## src/rtl/flag_branch_unit_if.sv

```systemverilog
// Bus between the flag/branch unit and the pipeline: EX flag source, ID branch operands, redirect outputs.
// FLAG_BRANCH_STATS_EN adds the statistics counter outputs.
interface flag_branch_unit_if;
    localparam int unsigned FLAG_W = 4;
`ifdef FLAG_BRANCH_STATS_EN
    localparam int unsigned CNT_W = 32;
`endif

    logic              ex_valid;
    logic              ex_set_flags;
    logic [FLAG_W-1:0] ex_flags;
    logic              id_valid;
    logic [2:0]        id_br_type;
    logic [3:0]        id_cond;
    logic              id_rt_zero;
    logic              take_branch;
    logic              flush;
    logic [FLAG_W-1:0] flags_q;
`ifdef FLAG_BRANCH_STATS_EN
    logic [CNT_W-1:0]  br_resolved;
    logic [CNT_W-1:0]  br_taken;
`endif

    modport master (
        output ex_valid, ex_set_flags, ex_flags,
        output id_valid, id_br_type, id_cond, id_rt_zero,
        input  take_branch, flush, flags_q
`ifdef FLAG_BRANCH_STATS_EN
        , input br_resolved, br_taken
`endif
    );

    modport slave (
        input  ex_valid, ex_set_flags, ex_flags,
        input  id_valid, id_br_type, id_cond, id_rt_zero,
        output take_branch, flush, flags_q
`ifdef FLAG_BRANCH_STATS_EN
        , output br_resolved, br_taken
`endif
    );
endinterface

```

## src/rtl/flag_branch_unit.sv

```systemverilog
// NZCV flag register and ID-stage LEGv8 branch resolver with a one-cycle redirect/squash FSM.
// Optional statistics counters are enabled by defining FLAG_BRANCH_STATS_EN.
module flag_branch_unit (
    input  logic               clk,
    input  logic               reset,
    flag_branch_unit_if.slave  bus
);
    localparam int unsigned FLAG_W = 4;
`ifdef FLAG_BRANCH_STATS_EN
    localparam int unsigned CNT_W  = 32;
`endif

    localparam logic [2:0] BR_B     = 3'b001;
    localparam logic [2:0] BR_CBZ   = 3'b010;
    localparam logic [2:0] BR_CBNZ  = 3'b011;
    localparam logic [2:0] BR_BCOND = 3'b100;

    typedef enum logic [0:0] {IDLE = 1'b0, REDIRECT = 1'b1} state_e;

    state_e            state_q, state_d;
    logic [FLAG_W-1:0] flags_q, flags_d;
    logic              take_branch_q, take_branch_d;
    logic              flush_q, flush_d;
    logic [FLAG_W-1:0] eff;
    logic              flag_wr;
    logic              cond_true;
    logic              taken;
    logic              br_valid_type;

    // ARM condition codes evaluated on {N,Z,C,V}
    function automatic logic eval_cond(input logic [3:0] cond, input logic [FLAG_W-1:0] f);
        logic n, z, c, v;
        {n, z, c, v} = f;
        case (cond)
            4'b0000: eval_cond = z;
            4'b0001: eval_cond = !z;
            4'b0010: eval_cond = c;
            4'b0011: eval_cond = !c;
            4'b0100: eval_cond = n;
            4'b0101: eval_cond = !n;
            4'b0110: eval_cond = v;
            4'b0111: eval_cond = !v;
            4'b1000: eval_cond = c & !z;
            4'b1001: eval_cond = !(c & !z);
            4'b1010: eval_cond = (n == v);
            4'b1011: eval_cond = (n != v);
            4'b1100: eval_cond = !z & (n == v);
            4'b1101: eval_cond = !(!z & (n == v));
            default: eval_cond = 1'b1;
        endcase
    endfunction

    // Flag forwarding and branch resolution
    always_comb begin
        flag_wr       = bus.ex_valid & bus.ex_set_flags;
        eff           = flag_wr ? bus.ex_flags : flags_q;
        cond_true     = eval_cond(bus.id_cond, eff);
        br_valid_type = 1'b0;
        taken         = 1'b0;
        case (bus.id_br_type)
            BR_B:     begin br_valid_type = 1'b1; taken = 1'b1;            end
            BR_CBZ:   begin br_valid_type = 1'b1; taken = bus.id_rt_zero;  end
            BR_CBNZ:  begin br_valid_type = 1'b1; taken = !bus.id_rt_zero; end
            BR_BCOND: begin br_valid_type = 1'b1; taken = cond_true;       end
            default:  begin br_valid_type = 1'b0; taken = 1'b0;            end
        endcase
        taken = taken & bus.id_valid;
    end

    // Next state and registered outputs; ID is on the wrong path while in REDIRECT
    always_comb begin
        state_d       = state_q;
        take_branch_d = 1'b0;
        flush_d       = 1'b0;
        flags_d       = flag_wr ? bus.ex_flags : flags_q;
        case (state_q)
            IDLE: begin
                if (taken) begin
                    state_d       = REDIRECT;
                    take_branch_d = 1'b1;
                    flush_d       = 1'b1;
                end
            end
            REDIRECT: state_d = IDLE;
            default:  state_d = IDLE;
        endcase
    end

    always_ff @(posedge clk) begin
        if (reset) begin
            state_q       <= IDLE;
            flags_q       <= '0;
            take_branch_q <= 1'b0;
            flush_q       <= 1'b0;
        end else begin
            state_q       <= state_d;
            flags_q       <= flags_d;
            take_branch_q <= take_branch_d;
            flush_q       <= flush_d;
        end
    end

    assign bus.take_branch = take_branch_q;
    assign bus.flush       = flush_q;
    assign bus.flags_q     = flags_q;

`ifdef FLAG_BRANCH_STATS_EN
    logic [CNT_W-1:0] br_resolved_q, br_resolved_d;
    logic [CNT_W-1:0] br_taken_q, br_taken_d;

    // Counters only see branches resolved in IDLE; wrap naturally
    always_comb begin
        br_resolved_d = br_resolved_q;
        br_taken_d    = br_taken_q;
        if (state_q == IDLE && bus.id_valid && br_valid_type)
            br_resolved_d = br_resolved_q + CNT_W'(1);
        if (state_q == IDLE && taken)
            br_taken_d = br_taken_q + CNT_W'(1);
    end

    always_ff @(posedge clk) begin
        if (reset) begin
            br_resolved_q <= '0;
            br_taken_q    <= '0;
        end else begin
            br_resolved_q <= br_resolved_d;
            br_taken_q    <= br_taken_d;
        end
    end

    assign bus.br_resolved = br_resolved_q;
    assign bus.br_taken    = br_taken_q;
`else
    logic unused_br_valid_type;
    assign unused_br_valid_type = br_valid_type;
`endif
endmodule
```

## src/flat_wrapper.sv

```systemverilog
// flat-port wrapper written by rule: the top's interface ports become plain ports
module flag_branch_unit_flat 
  (clk, reset, bus_ex_valid, bus_ex_set_flags, bus_ex_flags, bus_id_valid, bus_id_br_type, bus_id_cond, bus_id_rt_zero, bus_take_branch, bus_flush, bus_flags_q);
  flag_branch_unit_if bus_i ();
  input  logic clk;
  input  logic reset;
  input wire logic [$bits(bus_i.ex_valid)-1:0] bus_ex_valid;
  input wire logic [$bits(bus_i.ex_set_flags)-1:0] bus_ex_set_flags;
  input wire logic [$bits(bus_i.ex_flags)-1:0] bus_ex_flags;
  input wire logic [$bits(bus_i.id_valid)-1:0] bus_id_valid;
  input wire logic [$bits(bus_i.id_br_type)-1:0] bus_id_br_type;
  input wire logic [$bits(bus_i.id_cond)-1:0] bus_id_cond;
  input wire logic [$bits(bus_i.id_rt_zero)-1:0] bus_id_rt_zero;
  output wire logic [$bits(bus_i.take_branch)-1:0] bus_take_branch;
  output wire logic [$bits(bus_i.flush)-1:0] bus_flush;
  output wire logic [$bits(bus_i.flags_q)-1:0] bus_flags_q;
  assign bus_i.ex_valid = bus_ex_valid;
  assign bus_i.ex_set_flags = bus_ex_set_flags;
  assign bus_i.ex_flags = bus_ex_flags;
  assign bus_i.id_valid = bus_id_valid;
  assign bus_i.id_br_type = bus_id_br_type;
  assign bus_i.id_cond = bus_id_cond;
  assign bus_i.id_rt_zero = bus_id_rt_zero;
  assign bus_take_branch = bus_i.take_branch;
  assign bus_flush = bus_i.flush;
  assign bus_flags_q = bus_i.flags_q;
  flag_branch_unit u_core (.clk(clk), .reset(reset), .bus(bus_i));
endmodule
```

## config.mk

```make
export PLATFORM = sky130hd
export DESIGN_NAME = flag_branch_unit_flat
export DESIGN_NICKNAME = d
export VERILOG_FILES = /design/src/rtl/flag_branch_unit_if.sv /design/src/rtl/flag_branch_unit.sv /design/src/flat_wrapper.sv
export SDC_FILE = /design/constraint.sdc
export NUM_CORES = 1
export LEC_CHECK = 0
export ABC_AREA = 1
export BUFFER_PORTS_ARGS = -buffer_cell sky130_fd_sc_hd__buf_2
export CAP_MARGIN = 20
export CORE_AREA = 4 4 41 43
export CTS_BUF_LIST = sky130_fd_sc_hd__clkbuf_4 sky130_fd_sc_hd__clkbuf_8
export DETAILED_ROUTE_END_ITERATION = 16
export DIE_AREA = 0 0 45 47
export PLACE_DENSITY = 0.74
export SLEW_MARGIN = 20
export SYNTH_ARGS = -nofsm -noshare
export SYNTH_HDL_FRONTEND = slang
export SYNTH_SLANG_ARGS = --single-unit
```

## constraint.sdc

```tcl
create_clock -name clk -period 3.3 [get_ports clk]
set_input_delay 0.66 -clock clk [delete_from_list [all_inputs] [get_ports clk]]
set_output_delay 0.66 -clock clk [all_outputs]
set_load 0.005 [all_outputs]
```

==> impl_metrics.toml, run 1 <==
[setup_path]
cpMostUsedCell = "nand2_1"
cp_max_fo = 8
critPathCaptureType = "flip-flop"
start_kind = "input pin"
path_delay_family = "simple AND/OR/NAND/NOR gates"
cp_slowest_cell = "buf_2"
critPathRequiredTime_ns = 3.42
path_cells = "buf_2 > nand3_1 > nand2_1 > nand2_1 > nand2_1 > nand3_1 > o21ai_1 > nand2_1 > nand3_1 > a21oi_2"
crit_buf_inv = 1
path_class = "in2reg"
max_stage_delay_ns = 0.21
arrival_ns = 1.69

[global_routing]
use_met2_pct = 26.27
grt_pass1_vias = 605
grt_overflow = 0
busiest_layer = "met2"
antenna_found_initial = 0
grtUsageTotal_pct = 14.44
grt_pass1_wl_um = 2256
grt_max_degree = 9
met3_usage_pct = 3.448
use_met1_pct = 17.01

[die]
rows = 13
die_h_um = 47
num_io_pins = 23
start_util_pct = 44.13
coreArea_um2 = 1301
die_area_um2 = 2115
die_w_um = 45

[clock_tree]
clockBufferDepth = 2
cts_sinks = 5
h-tree-depth = 1
cts_resized = 0
numCtsBuffers = 3
hold_buffers = 0
clk-insertion-delay-late_ns = 0.24
cts_root_buf = "clkbuf_4"
cts_tree = "done"
post-cts-setup-buffer-count = 0
clkTransAtPathRegs_ns = 0.04

[timing]
finalSetupTns_ns = 0
fin_crit_sh_pct = 47.48
max_slew_margin_pct = 81.31
fmax_mhz = 638.2
final_max_slew_viol_count = 0
rsz0062_at_grt = "false"
tightest_slew_ns = 0.2797
setup_viol = 0
clock_skew_ns = 0.004633
hold_viol = 0
min_period_ns = 1.567

[run_status]
outcome = "completed"

[logic_synthesis]
synth-warning-count = 0
synth-xor-area-share_pct = 0
synth_top_family_by_area = "simple AND/OR/NAND/NOR gates"
synthMostInstantiatedCell = "nand2_1"
avgSynthCellArea_um2 = 6.175
synthMuxAreaShare_pct = 0
synth_enable_flop_cells = 0
synth.yosys.seq_area_share_pct = 17.43
syn_area_um2 = 574.3
syn-num-nets = 110
synthFlopType = "dfxtp_1"
synth_top_area_share_pct = 17.43
postSynthCellCount = 93
ys_async_sr_fraction_pct = 0
synth-compound-area-share_pct = 5.447
synth_area_leaders = "dfxtp_1, nand3_1, nand2_1"
synth-seq-cells = 5
yosys.area_share.adder_pct = 0
yosys.area_share.simple_pct = 63.40
netlist.top_cell.by_area = "dfxtp_1"
ys_top_cells_by_count = "nand2_1, nand3_1, inv_1"
synth.distinct_cells = 16

[cells_and_area]
fin_cells = 131
drive_gt1_share_pct = 37.07
area_delta_synth_final_pct = 22.44
utilization_pct = 54.04
design_area_um2 = 703.2
diodes = 0
fin_nets = 134
fill_cells = 147

[min_path]
holdCritPathClass = "reg2reg"

[place]
hpwlAfterDp_um = 1107
portBuffers = 22
place_area_um2 = 673.1
place_inst = 127
gp_congestion = 0.7835

[routing]
routed_via_density = 4.908
num_vias = 643
drc_errors = 0
drt_iter0_markers = 6
firstDrtPassIters = 4
wl_per_cell_um = 10.06
drtAntennaViolNets = 0
drt-total-wl_um = 1318

[power_and_ir_drop]
vdd_ir_drop_max_uv = 281.5
powerDensity_nw_per_um2 = 314.2
power_mw = 0.2210
p_leak_nw = 0.3913

[job]
drv_cap = 0
power by group:
part | internal (mW) | switching, mW | leakage [nW] | total (mW)
clock | 0.0538 | 0.0227 | 0.0184 | 0.0764
combinational | 0.0312 | 0.0467 | 0.332 | 0.0779
sequential | 0.0641 | 0.00260 | 0.0411 | 0.0667
worst paths after layout:
check        cells past startpoint               endpoint  slack (ns)                  start
max                             10         u_core.state_q        1.73           bus_ex_valid
min                              2  u_core.bus.flags_q[1]        0.51  u_core.bus.flags_q[1]
max reg2reg                     10         u_core.state_q        2.11  u_core.bus.flags_q[0]
min reg2reg                      2  u_core.bus.flags_q[1]        0.51  u_core.bus.flags_q[1]
routing by layer:
layer / wire (um) / vias up / share of wire [%]
li1: - / 342 / -
met2: 623 / 24 / 47
met1: 594 / 277 / 45
met5: 0 / - / 0
met3: 100 / 0 / 7.6
met4: 0 / 0 / 0
metrics by stage:
stage / hold WS [ns] / setup WS [ns]
2_1_floorplan: 0.4898 / 1.701
3_3_place_gp: 0.5116 / 1.537
3_5_place_dp: 0.5085 / 1.498
4_1_cts: 0.5141 / 1.743
5_1_grt: 0.5529 / 1.614
6_report: 0.5146 / 1.733
sequential cells by signal, summed over array words and instances (netlist names):
signal	count
u_core.state_q	1
u_core.bus.flags_q	4
cells by family after synthesis:
family | count (synthesis)
flip-flops | 5
buffers and inverters | 16
AND/OR/NAND/NOR | 67
AO/OA/AOI/OAI | 5
cell usage in the layout, fill, tap and decap left out, types with 2 or more instances in the layout:
cell,netlist,layout
nand2_1,21,21
nand3_2,3,3
buf_2,0,22
nand2_4,4,4
dfxtp_1,5,5
nand2_2,8,8
nand3_1,19,19
clkbuf_4,0,4
nor2_1,10,10
inv_1,13,13
a21oi_1,2,2
worst min-delay path, stage by stage, from the launching register on:
cell	delay [ns]
dfxtp_1	0.32
nand2_2	0.09
a21oi_1	0.06
final cells by class:
type                       count  area [um2]  share of cell area, %
tap                           15       18.77                  2.669
sequential                     5       100.1                  14.23
inverter                      13       48.80                  6.940
timing repair buffer          22       110.1                  15.66
multi-input combinational     72       395.4                  56.23
clock buffer                   4       30.03                  4.270
Power figures use the tool's default switching activity.
==> run 2, diff against run 1 <==
==> constraint.sdc (replaced) <==
create_clock -name clk -period 1.55 [get_ports clk]
set_input_delay 0.31 -clock clk [delete_from_list [all_inputs] [get_ports clk]]
set_output_delay 0.31 -clock clk [all_outputs]
set_load 0.005 [all_outputs]
==> run 2 against run 1 <==
Die area is the same. Cell area is the same. Sequential power grew 110%. Setup slack lost 1.4 ns. Non-clock buffer count is the same. Via count shrank 2.3%. Total power grew 110%. Clock skew is essentially flat.
==> impl_metrics.toml, run 2 (synthesized netlist as in run 1, its figures left out) <==
[routing]
wl_met2_um = 609
drc_errors = 0
routed_via_density = 4.794
dr.max_layer_used = "met3"
drt-total-wl_um = 1318
wl_per_cell_um = 10.06
num_vias = 628
firstDrtPassIters = 4
wl_met1_um = 617
drtAntennaViolNets = 0
drt_iter0_markers = 16
wl_met3_um = 92

[timing]
tightest_slew_ns = 0.2667
rsz0062_at_grt = "false"
max_slew_margin_pct = 82.18
final_max_slew_viol_count = 0
finalSetupTns_ns = 0
clock_skew_ns = 0.004739
hold_viol = 0
setup_viol = 0
fmax_mhz = 827.7
min_period_ns = 1.208
fin_crit_sh_pct = 77.94

[die]
num_io_pins = 23
coreArea_um2 = 1301
die_h_um = 47
die_w_um = 45
start_util_pct = 44.13
rows = 13
die_area_um2 = 2115

[power_and_ir_drop]
vdd_ir_drop_max_uv = 604.8
p_leak_nw = 0.3913
pwr-share-clk_pct = 34.6
powerDensity_nw_per_um2 = 669.5
power_switching_mw = 0.1534
switching_share_pct = 32.60
pwr-share-seq_pct = 30.1
intPower_mw = 0.3173
power_frac_comb_pct = 35.3

[setup_path]
r2r_cells = 11
ff2ff_setup_slack_ns = 0.38
critPathRequiredTime_ns = 1.67
r2r_end = "u_core.state_q"
cp_max_fo = 8
start_kind = "input pin"
arrival_ns = 1.33
regToRegStartpoint = "u_core.bus.flags_q[0]"
path_class = "in2reg"
critPathCaptureType = "flip-flop"

[min_path]
holdCritPathClass = "in2reg"
holdCritStartpoint = "reset"
hold_path_depth = 2
hold_end = "u_core.bus.flags_q[1]"

[cells_and_area]
reg_top3 = "u_core.bus.flags_q x4, u_core.state_q x1"
layout_common_cells = "buf_2, nand2_1, nand3_1"
fin_nets = 134
largest_reg_flops = 4
final_common_cell = "buf_2"
regMostFlops = "u_core.bus.flags_q"
diodes = 0
fin_cells = 131
drive_gt1_share_pct = 37.07
area_delta_synth_final_pct = 22.44

[clock_tree]
clockBufferDepth = 2
clkTransAtPathRegs_ns = 0.04
cts_tree = "done"
clk-insertion-delay-late_ns = 0.24
cts_root_buf = "clkbuf_4"
cts_sinks = 5
numCtsBuffers = 3
hold_buffers = 0
post-cts-setup-buffer-count = 0
cts_resized = 0
h-tree-depth = 1

[global_routing]
antenna_found_initial = 0
grtUsageTotal_pct = 13.97
grt_max_degree = 9
grt_pass1_vias = 577
grt_overflow = 0
grt_pass1_wl_um = 2194

[job]
drv_cap = 0

[place]
portBuffers = 22
place_inst = 127
gp_congestion = 0.7837
hpwlAfterDp_um = 1101

[run_status]
outcome = "completed"
## run 2: power by group through the flow
stage          clock network, mW  logic, mW  registers [mW]
2_1_floorplan                  0      0.117           0.144
3_3_place_gp                   0      0.163           0.144
3_5_place_dp                   0      0.166           0.144
4_1_cts                    0.168      0.166           0.142
5_1_grt                    0.180      0.187           0.142
6_report                   0.163      0.166           0.142
## run 2: final cells by class
class | count | area (um2)
clock buffer | 4 | 30.03
multi-input combinational | 72 | 395.4
inverter | 13 | 48.80
tap | 15 | 18.77
timing repair buffer | 22 | 110.1
fill | 149 | 598.1
sequential | 5 | 100.1
## run 2: how the worst max path moves through the flow
stage | startpoint | end | slack, ns | cells past startpoint
final | bus_ex_valid | u_core.state_q | 0.34 | 10
after global routing | bus_ex_valid | u_core.state_q | 0.23 | 10
after CTS | bus_ex_valid | u_core.state_q | 0.35 | 10
after detailed placement | bus_ex_valid | u_core.state_q | 0.11 | 10
after global placement | bus_ex_valid | u_core.state_q | 0.13 | 10
after floorplan | bus_ex_valid | u_core.state_q | 0.30 | 11
## run 2: layer usage
layer,GRT usage [%],vias up
li1,-,342
met5,0,-
met3,3.448,0
met4,3.509,0
met1,17.46,268
met2,24.01,18
## run 2: through the flow
step	cell area (um2)	hold WS [ns]	setup WS [ns]	utilization (%)	total power, mW
after floorplan	574.3	0.3791	0.3012	-	0.2609
after global placement	673.1	0.5116	0.1343	51.73	0.3062
after detailed placement	673.1	0.5076	0.1098	51.73	0.3096
after CTS	703.2	0.2912	0.3513	54.04	0.4758
after global routing	703.2	0.2995	0.2266	54.04	0.5091
final	703.2	0.2974	0.3419	54.04	0.4708
## run 2: critical path: stages
cell     delay, ns
buf_2         0.22
nand3_1       0.18
nand2_1       0.13
nand2_1       0.06
nand2_1       0.05
nand3_1       0.06
o21ai_1       0.13
nand2_1       0.06
nand3_1       0.09
a21oi_2       0.05
